File: src/rtl/sha1_board_ctrl.sv
// Board front-end for the SHA-1 core: button debounce/pulse, hash launch, digest paging on LEDs.
// Optional watchdog with ERR state is compiled in when SHA1_CTRL_WDOG_EN is defined.
module sha1_board_ctrl #(
    parameter int NUM_PB          = 2,
    parameter int DEBOUNCE_CYCLES = 50000,
    parameter int LED_W           = 8,
    parameter int DIGEST_W        = 160,
    parameter int TIMEOUT_CYCLES  = 1000000,
    localparam int NUM_SLICES     = (DIGEST_W + LED_W - 1) / LED_W,
    localparam int SLICE_W        = (NUM_SLICES > 1) ? $clog2(NUM_SLICES) : 1
) (
    input  logic                clk,
    input  logic                reset_n,
    input  logic [NUM_PB-1:0]   push_button,
    output logic [NUM_PB-1:0]   pb_pulse,
    output logic                core_start,
    input  logic                core_done,
    input  logic [DIGEST_W-1:0] core_digest,
    output logic [LED_W-1:0]    q,
    output logic [SLICE_W-1:0]  slice_idx,
    output logic                busy
);

    localparam int DB_W    = $clog2(DEBOUNCE_CYCLES + 1);
    localparam int TOTAL_W = NUM_SLICES * LED_W;

    typedef enum logic [1:0] {
        ST_IDLE,
        ST_BUSY,
        ST_SHOW
`ifdef SHA1_CTRL_WDOG_EN
        , ST_ERR
`endif
    } state_t;

    logic [NUM_PB-1:0] sync1_q, sync2_q;
    logic [NUM_PB-1:0] deb_q, deb_d, deb_prev_q;
    logic [NUM_PB-1:0] pb_pulse_q, pb_pulse_d;

    // Buttons are active-low, so the debounced 1->0 edge is a press.
    assign pb_pulse_d = deb_prev_q & ~deb_q;

    always_ff @(posedge clk or negedge reset_n) begin
        if (!reset_n) begin
            sync1_q    <= '1;
            sync2_q    <= '1;
            deb_q      <= '1;
            deb_prev_q <= '1;
            pb_pulse_q <= '0;
        end else begin
            sync1_q    <= push_button;
            sync2_q    <= sync1_q;
            deb_q      <= deb_d;
            deb_prev_q <= deb_q;
            pb_pulse_q <= pb_pulse_d;
        end
    end

    generate
        for (genvar gi = 0; gi < NUM_PB; gi++) begin : g_deb
            logic [DB_W-1:0] cnt_q, cnt_d;
            logic            lvl_d;

            always_comb begin
                cnt_d = '0;
                lvl_d = deb_q[gi];
                if (sync2_q[gi] != deb_q[gi]) begin
                    if (cnt_q == DB_W'(DEBOUNCE_CYCLES - 1)) begin
                        lvl_d = sync2_q[gi];
                    end else begin
                        cnt_d = cnt_q + 1'b1;
                    end
                end
            end

            assign deb_d[gi] = lvl_d;

            always_ff @(posedge clk or negedge reset_n) begin
                if (!reset_n) begin
                    cnt_q <= '0;
                end else begin
                    cnt_q <= cnt_d;
                end
            end
        end
    endgenerate

    state_t                state_q, state_d;
    logic [SLICE_W-1:0]    slice_idx_q, slice_idx_d;
    logic [DIGEST_W-1:0]   digest_q, digest_d;
    logic                  core_start_q, core_start_d;
    logic                  busy_q, busy_d;
    logic                  start_ev, next_ev;

    assign start_ev = pb_pulse_d[0];
    assign next_ev  = pb_pulse_d[1];

`ifdef SHA1_CTRL_WDOG_EN
    localparam int WD_W = $clog2(TIMEOUT_CYCLES + 1);
    logic [WD_W-1:0] wdog_q, wdog_d;
`endif

    always_comb begin
        state_d      = state_q;
        slice_idx_d  = slice_idx_q;
        digest_d     = digest_q;
        core_start_d = 1'b0;
`ifdef SHA1_CTRL_WDOG_EN
        wdog_d       = '0;
`endif
        case (state_q)
            ST_IDLE: begin
                if (start_ev) begin
                    core_start_d = 1'b1;
                    state_d      = ST_BUSY;
                end
            end
            ST_BUSY: begin
                // The cycle that carries core_start cannot also accept a completion.
                if (core_done && !core_start_q) begin
                    digest_d    = core_digest;
                    slice_idx_d = '0;
                    state_d     = ST_SHOW;
                end
`ifdef SHA1_CTRL_WDOG_EN
                else if (wdog_q == WD_W'(TIMEOUT_CYCLES - 1)) begin
                    state_d = ST_ERR;
                end else begin
                    wdog_d = wdog_q + 1'b1;
                end
`endif
            end
            ST_SHOW: begin
                if (start_ev) begin
                    core_start_d = 1'b1;
                    slice_idx_d  = '0;
                    state_d      = ST_BUSY;
                end else if (next_ev) begin
                    slice_idx_d = (slice_idx_q == SLICE_W'(NUM_SLICES - 1)) ? '0 : slice_idx_q + 1'b1;
                end
            end
`ifdef SHA1_CTRL_WDOG_EN
            ST_ERR: begin
                if (start_ev) begin
                    core_start_d = 1'b1;
                    state_d      = ST_BUSY;
                end
            end
`endif
            default: state_d = ST_IDLE;
        endcase
        busy_d = (state_d == ST_BUSY);
    end

    always_ff @(posedge clk or negedge reset_n) begin
        if (!reset_n) begin
            state_q      <= ST_IDLE;
            slice_idx_q  <= '0;
            digest_q     <= '0;
            core_start_q <= 1'b0;
            busy_q       <= 1'b0;
`ifdef SHA1_CTRL_WDOG_EN
            wdog_q       <= '0;
`endif
        end else begin
            state_q      <= state_d;
            slice_idx_q  <= slice_idx_d;
            digest_q     <= digest_d;
            core_start_q <= core_start_d;
            busy_q       <= busy_d;
`ifdef SHA1_CTRL_WDOG_EN
            wdog_q       <= wdog_d;
`endif
        end
    end

    // Left-align the digest so slice 0 is the MSBs and the last slice is zero-filled.
    logic [TOTAL_W-1:0] padded_digest;
    logic [LED_W-1:0]   slice_val;

    always_comb begin
        padded_digest = '0;
        padded_digest[TOTAL_W-1 -: DIGEST_W] = digest_q;
    end

    always_comb begin
        slice_val = '0;
        for (int k = 0; k < NUM_SLICES; k++) begin
            if (slice_idx_q == SLICE_W'(k)) begin
                slice_val = padded_digest[TOTAL_W-1-k*LED_W -: LED_W];
            end
        end
    end

`ifdef SHA1_CTRL_WDOG_EN
    logic [LED_W-1:0] err_pat;
    generate
        for (genvar gi = 0; gi < LED_W; gi++) begin : g_err_pat
            assign err_pat[gi] = ((LED_W - 1 - gi) % 2) == 0;
        end
    endgenerate
`endif

    always_comb begin
        q = '0;
        case (state_q)
            ST_BUSY: q = '1;
            ST_SHOW: q = slice_val;
`ifdef SHA1_CTRL_WDOG_EN
            ST_ERR:  q = err_pat;
`endif
            default: q = '0;
        endcase
    end

    assign pb_pulse   = pb_pulse_q;
    assign core_start = core_start_q;
    assign slice_idx  = slice_idx_q;
    assign busy       = busy_q;

endmodule

File: config.mk
export PLATFORM = sky130hd
export DESIGN_NAME = sha1_board_ctrl
export DESIGN_NICKNAME = d
export VERILOG_FILES = /design/src/rtl/sha1_board_ctrl.sv
export SDC_FILE = /design/constraint.sdc
export NUM_CORES = 1
export LEC_CHECK = 0
export ABC_AREA = 0
export CORE_UTILIZATION = 44
export DETAILED_ROUTE_END_ITERATION = 7
export GPL_ROUTABILITY_DRIVEN = 0
export PLACE_DENSITY_LB_ADDON = 0.15
export SYNTH_ARGS = -nofsm -noshare
export SYNTH_HDL_FRONTEND = slang
export SYNTH_SLANG_ARGS = --single-unit
File: constraint.sdc
create_clock -name clk -period 7.88 [get_ports clk]
set_input_delay 1.97 -clock clk [delete_from_list [all_inputs] [get_ports clk]]
set_output_delay 1.97 -clock clk [all_outputs]
set_load 0.02 [all_outputs]
---- Yosys cells after proc, flatten, opt, wreduce, memory -nomap -nowiden ----
Index checks and enable logic that the tools add are counted.
operators by class
  multiplexer cells ....................... 35
  reduce and logical (&&, ||, !) cells .... 10
  equality and inequality tests ........... 28
  bitwise operators ....................... 2
  add/subtract/negate cells ............... 3
operators with widths
  cell                                                                    count
  8-bit two-way mux                                                       20
  16-bit two-way mux                                                      4
  5-bit by 4-bit equality test with 1-bit output (second input constant)  8
  16-bit by 1-bit adder with 16-bit output (second input constant)        2
  16-bit equality test (second input constant)                            2
  5-bit by 3-bit equality test with 1-bit output (second input constant)  4
  5-bit equality test (second input constant)                             4
  5-bit two-way mux                                                       4
  8-bit one-hot mux with 2 select lines                                   1
  5-bit by 2-bit equality test with 1-bit output (second input constant)  2
  5-bit one-hot mux with 2 select lines                                   1
  2-bit AND reduction                                                     3
  5-bit by 1-bit adder with 5-bit output (second input constant)          1
  5-bit by 1-bit equality test with 1-bit output (second input constant)  1
  5-bit logical NOT                                                       1
  2-bit by 1-bit equality test with 1-bit output (second input constant)  2
  2-bit two-way mux                                                       2
  2-bit one-hot mux with 2 select lines                                   1
  3-bit inequality test (second input constant)                           1
  3-bit AND reduction                                                     1
  2-bit bitwise AND                                                       1
  2-bit equality test (second input constant)                             1
  2-bit logical NOT                                                       1
  1-bit two-way mux                                                       2
  7 further kinds                                                         8
storage, ports and cells
  logic and storage cells ................. 91
  input bits .............................. 165
  flip-flop bits (word level) ............. 211
  output and inout port bits .............. 17

---- Longest topological paths before layout ----
  depth after elaboration ................. 22
  gate-level depth with buffers ........... 12
  depth with buffers taken out ............ 10

---- Worst setup path before layout ----
OpenSTA, ideal clock, no wires.
  path type ............................... reg-to-output
  start point ............................. register slice_idx_q[0] (netlist: slice_idx[0])
  end point ............................... output q[1]
  stages on the path, launching flop included .. 12
  arrival time ............................ 2.586 ns
  path slack .............................. 3.324 ns
  data required time ...................... 5.910 ns
  path buffers ............................ 2
  path through ............................ dfrtp_1 > ha_1 > buf_2 > inv_1 > nor2_1 > ha_1 > clkbuf_1 > a21oi_1 > a32oi_1 > nand3_1 > o2111ai_1 > o221a_1
between the ends
  word-level cells in the longest chain between the ends .. 22
  elaborated cells on any way between the ends .. 41
  those cells by class .................... 19 x eq/ne; 21 x mux; 1 x reduce/logical
ends and longest elaborated chain
  what                                       RTL line  text
  start, declared                            89        logic [SLICE_W-1:0] slice_idx_q, slice_idx_d;
  start signal, assigned                     167       slice_idx_q <= slice_idx_d;
  5-bit logical NOT                          189       if (slice_idx_q == SLICE_W'(k)) begin
  8-bit two-way mux (19 in series)           189
  8-bit two-way mux (*)                      189
  8-bit one-hot mux with 2 select lines (*)  206       case (state_q)
  end, declared                              19        output logic [LED_W-1:0] q,
Mark *: on every way between the ends. The rest lies on a longest branch, timed or not.

---- Worst setup path in the final report ----
  start point ............................. register slice_idx_q[4] (netlist: slice_idx[4])
  end point ............................... output q[6]
Same word-level chain as after synthesis.

==> impl_metrics.toml <==
[die]
floorplan.core_area_mm2 = 0.0235
fp-row-count = 56
floorplan.io_pins = 182
initial_core_util_pct = 45.0
chipWidth_um = 157
area_of_the_die_mm2 = 0.0246
fp.dieH_um = 157

[timing]
finalMaxSlewViolations = 0
hold_violations = 0
setup_viol = 0
fin_setup_tns_ps = 0
max_clock_freq_mhz = 157
worst_hold_margin_ps = 356
tightestPinTransition_ps = 1100
relSlewSlack_pct = 26.8
setup_ws_ps = 1510
finalClockSkew_ps = 11.9
period_needed_ps = 6370
setup_repair_after_global_routing_missed_its_margin = "false"
period_share_pct = 80.8

[finish]
post-route-util_pct = 56.9
area.growth.synth_to_final_pct = 26.4
post_layout_nonfiller_instances = 1434
fin_nets = 1274
num-fill-cells = 2002
drive_gt1_share_pct = 21.3
antennaDiodeCount = 0

[placement]
dpl_worst_slack_ps = 2110
detailed_place_hpwl_um = 21200
dp_cells = 1392
io_buffer_count = 181

[critical_path]
critPathKind = "register to output pin"
maximum_fanout_along_the_worst_path = 31
most_common_cell_on_crit_path = "inv_1"
data_arrival_at_the_endpoint_of_the_critical_path_ps = 4400
crit_start = "slice_idx[4]$_DFFE_PN0P_"
critPathCaptureType = "output pin"
cp_slowest_stage_delay_ps = 1070
required_time_of_the_worst_setup_path_ps = 5910
critical_path.slowest_cell = "dfrtp_1"
timing.critical_path.cells = "inv_1, ha_1, inv_1, o21ai_0, a2111oi_0, nor2_1, o32ai_1, clkdlybuf4s50_1"
worst-r2r-cell-count = 5
crit-reg2reg-capture = "digest_q[53]$_DFFE_PN0P_"
regToRegSetupSlack_ps = 4910
cp-endpoint = "q[6]"
worstSetupStartpointType = "register"
crit-reg2reg-launch = "state_q[1]$_DFF_PN0_"

[status]
status = "finished, final reports clean"

[global_route]
gr_util_all_layers_pct = 24.3
globalRouteOverflowTotal = 0
pin_count_of_the_biggest_net_entering_global_routing = 148
grt_pass1_vias = 8091
global_route_wire_length_before_repair_um = 45500
initial_antenna_violation_count = 0

[pwr]
power.combinational.fraction_pct = 4.9
power_frac_clock_pct = 48.9
vdd_ir_drop_max_mv = 0.151
internal_power_uw = 1880
netSwitchingPower_uw = 483
power_switching_share_pct = 20.5
p_leak_uw = 0.00605
power_frac_seq_pct = 46.2
power-per-cell-area_mw_per_mm2 = 177

[clock_network]
cts_made_buffers = 23
cts_num_sinks = 211
post_cts_buffers = 0
clock_path_buffers = 3
cts.reportedPaths.clkPinSlew_ps = 60
tritoncts_clock_tree = "yes"
post_cts_hold_buffer_count = 0
cts_htree_levels = 1
clkLatencyLatePin_ps = 520
post_cts.resized_instances = 0
root_buffer = "clkbuf_16"

[synth]
post_synth_main_area_contributors = "dfrtp_1 (48%), mux2_2 (17%), nor2_1 (2.7%)"
synth_enable_flop_cells = 0
synth.yosys.seq_area_share_pct = 50.1
syn_avg_cell_area_um2 = 11.2
syn_nets = 1118
syn_inst = 942
leading_cell_types_by_count_after_synthesis = "dfrtp_1 (203), mux2_2 (162), nor2_1 (75)"
synth.distinct_cells = 77
asyncSetResetFlopFracSynth_pct = 100
synthesized_flop_and_latch_total = 211
yosys.cell_count.top_type = "dfrtp_1"
yosys_warnings = 0
synth.top_cell.area_share_pct = 48.1
synth_flop_cell = "dfrtp_1"
netlist.top_cell.by_area = "dfrtp_1"
synthesis.area_mm2 = 0.0106

[route]
viasPerCell = 5.65
route.vias.total = 8100
wirelength_per_cell_um = 20.5
wl_um = 29400
detail_route.drc_violations = 0
ant_nets = 0
detail_route.iter0.violations = 567
first_pass_iteration_count_of_the_detailed_router = 5

[flow_run]
count_of_max_cap_constraint_violations = 0

[worst_hold_path]
worst_hold_path_type = "register to register"
## cell usage in the layout, fill, tap and decap left out, types with 10 or more instances in the layout
| cell type | Yosys | final |
|---|---|---|
| xnor2_1 | 14 | 14 |
| a21oi_1 | 47 | 47 |
| dfrtp_1 | 203 | 203 |
| clkdlybuf4s50_1 | 0 | 180 |
| clkbuf_16 | 0 | 23 |
| xor2_1 | 16 | 16 |
| nand3b_1 | 11 | 11 |
| mux2_2 | 162 | 162 |
| and3_1 | 14 | 14 |
| o21ai_0 | 36 | 36 |
| ha_1 | 11 | 11 |
| nor2_1 | 75 | 75 |
| buf_4 | 4 | 10 |
| nor3_1 | 10 | 10 |
| nand3_1 | 22 | 22 |
| o211ai_1 | 13 | 13 |
| nand2b_1 | 10 | 10 |
| nand2_1 | 59 | 59 |
| inv_1 | 22 | 22 |
| nand4_1 | 10 | 10 |
## power by group through the flow
stage	combinational [µW]	sequential (µW)	clock (µW)
final	116	1090	1150
after global routing	127	1090	1220
after CTS	120	1090	1180
after detailed placement	119	1110	0
after global placement	120	1110	0
after floorplan	6.44	1110	0
## how the worst min path moves through the flow
stage	startpoint	to	slack (ps)	cells past startpoint
floorplan	sync1_q[0]$_DFF_PN1_	sync2_q[0]$_DFF_PN1_	350	0
global placement	sync1_q[0]$_DFF_PN1_	sync2_q[0]$_DFF_PN1_	350	0
detailed placement	sync1_q[1]$_DFF_PN1_	sync2_q[1]$_DFF_PN1_	350	0
CTS	sync1_q[1]$_DFF_PN1_	sync2_q[1]$_DFF_PN1_	360	0
global route	sync1_q[1]$_DFF_PN1_	sync2_q[1]$_DFF_PN1_	360	0
finish	sync1_q[1]$_DFF_PN1_	sync2_q[1]$_DFF_PN1_	360	0
## cell families after synthesis
logic type | share of synthesized area, %
flops | 50.1
fa+ha+maj | 1.30
simple gates | 13.0
xor+xnor | 2.49
mux | 17.4
compound gates | 11.8
buf+inv | 3.97
## flip-flops by register name (all words and copies together), names as in the netlist
signal,flops
busy,1
state_q,2
deb_prev_q,2
deb_q,2
pb_pulse,2
slice_idx,5
sync1_q,2
g_deb.cnt_q,32
core_start,1
digest_q,160
sync2_q,2
## routing by layer
| metal | share of wire [%] | track usage (%) | wire, µm | up-vias |
|---|---|---|---|---|
| li1 | - | - | - | 3727 |
| met1 | 43 | 32.7 | 12700 | 4007 |
| met2 | 47 | 39.6 | 13900 | 305 |
| met3 | 6.1 | 4.19 | 1800 | 61 |
| met4 | 3.5 | 8.54 | 1020 | 0 |
| met5 | 0 | 0 | 0 | - |
## critical path, delay by kind of cell (launching register included)
kind / cells / cell delay (ps)
buffers and inverters: 3 / 1130
and+or+nand+nor: 1 / 80
adders and majority gates: 1 / 400
AOI/OAI and AO/OA: 3 / 1180
DFF: 1 / 1070
## through the flow
stage               total power [µW]  cell area [µm²]
finish                          2360            13300
detailed placement              1230            12500
CTS                             2390            13300
global route                    2430            13300
floorplan                       1120            10600
global placement                1230            12500
## area by class of cell
cell class | instances | area (µm²) | share of cell area (%)
Timing Repair Buffer | 192 | 1910 | 14.3
Inverter | 22 | 82.6 | 0.619
Tap cell | 319 | 399 | 2.99
Multi-Input combinational cell | 648 | 4850 | 36.3
Sequential cell | 211 | 5290 | 39.6
Clock inverter | 11 | 161 | 1.21
Clock buffer | 31 | 656 | 4.91
Power figures use the tool's default switching activity.
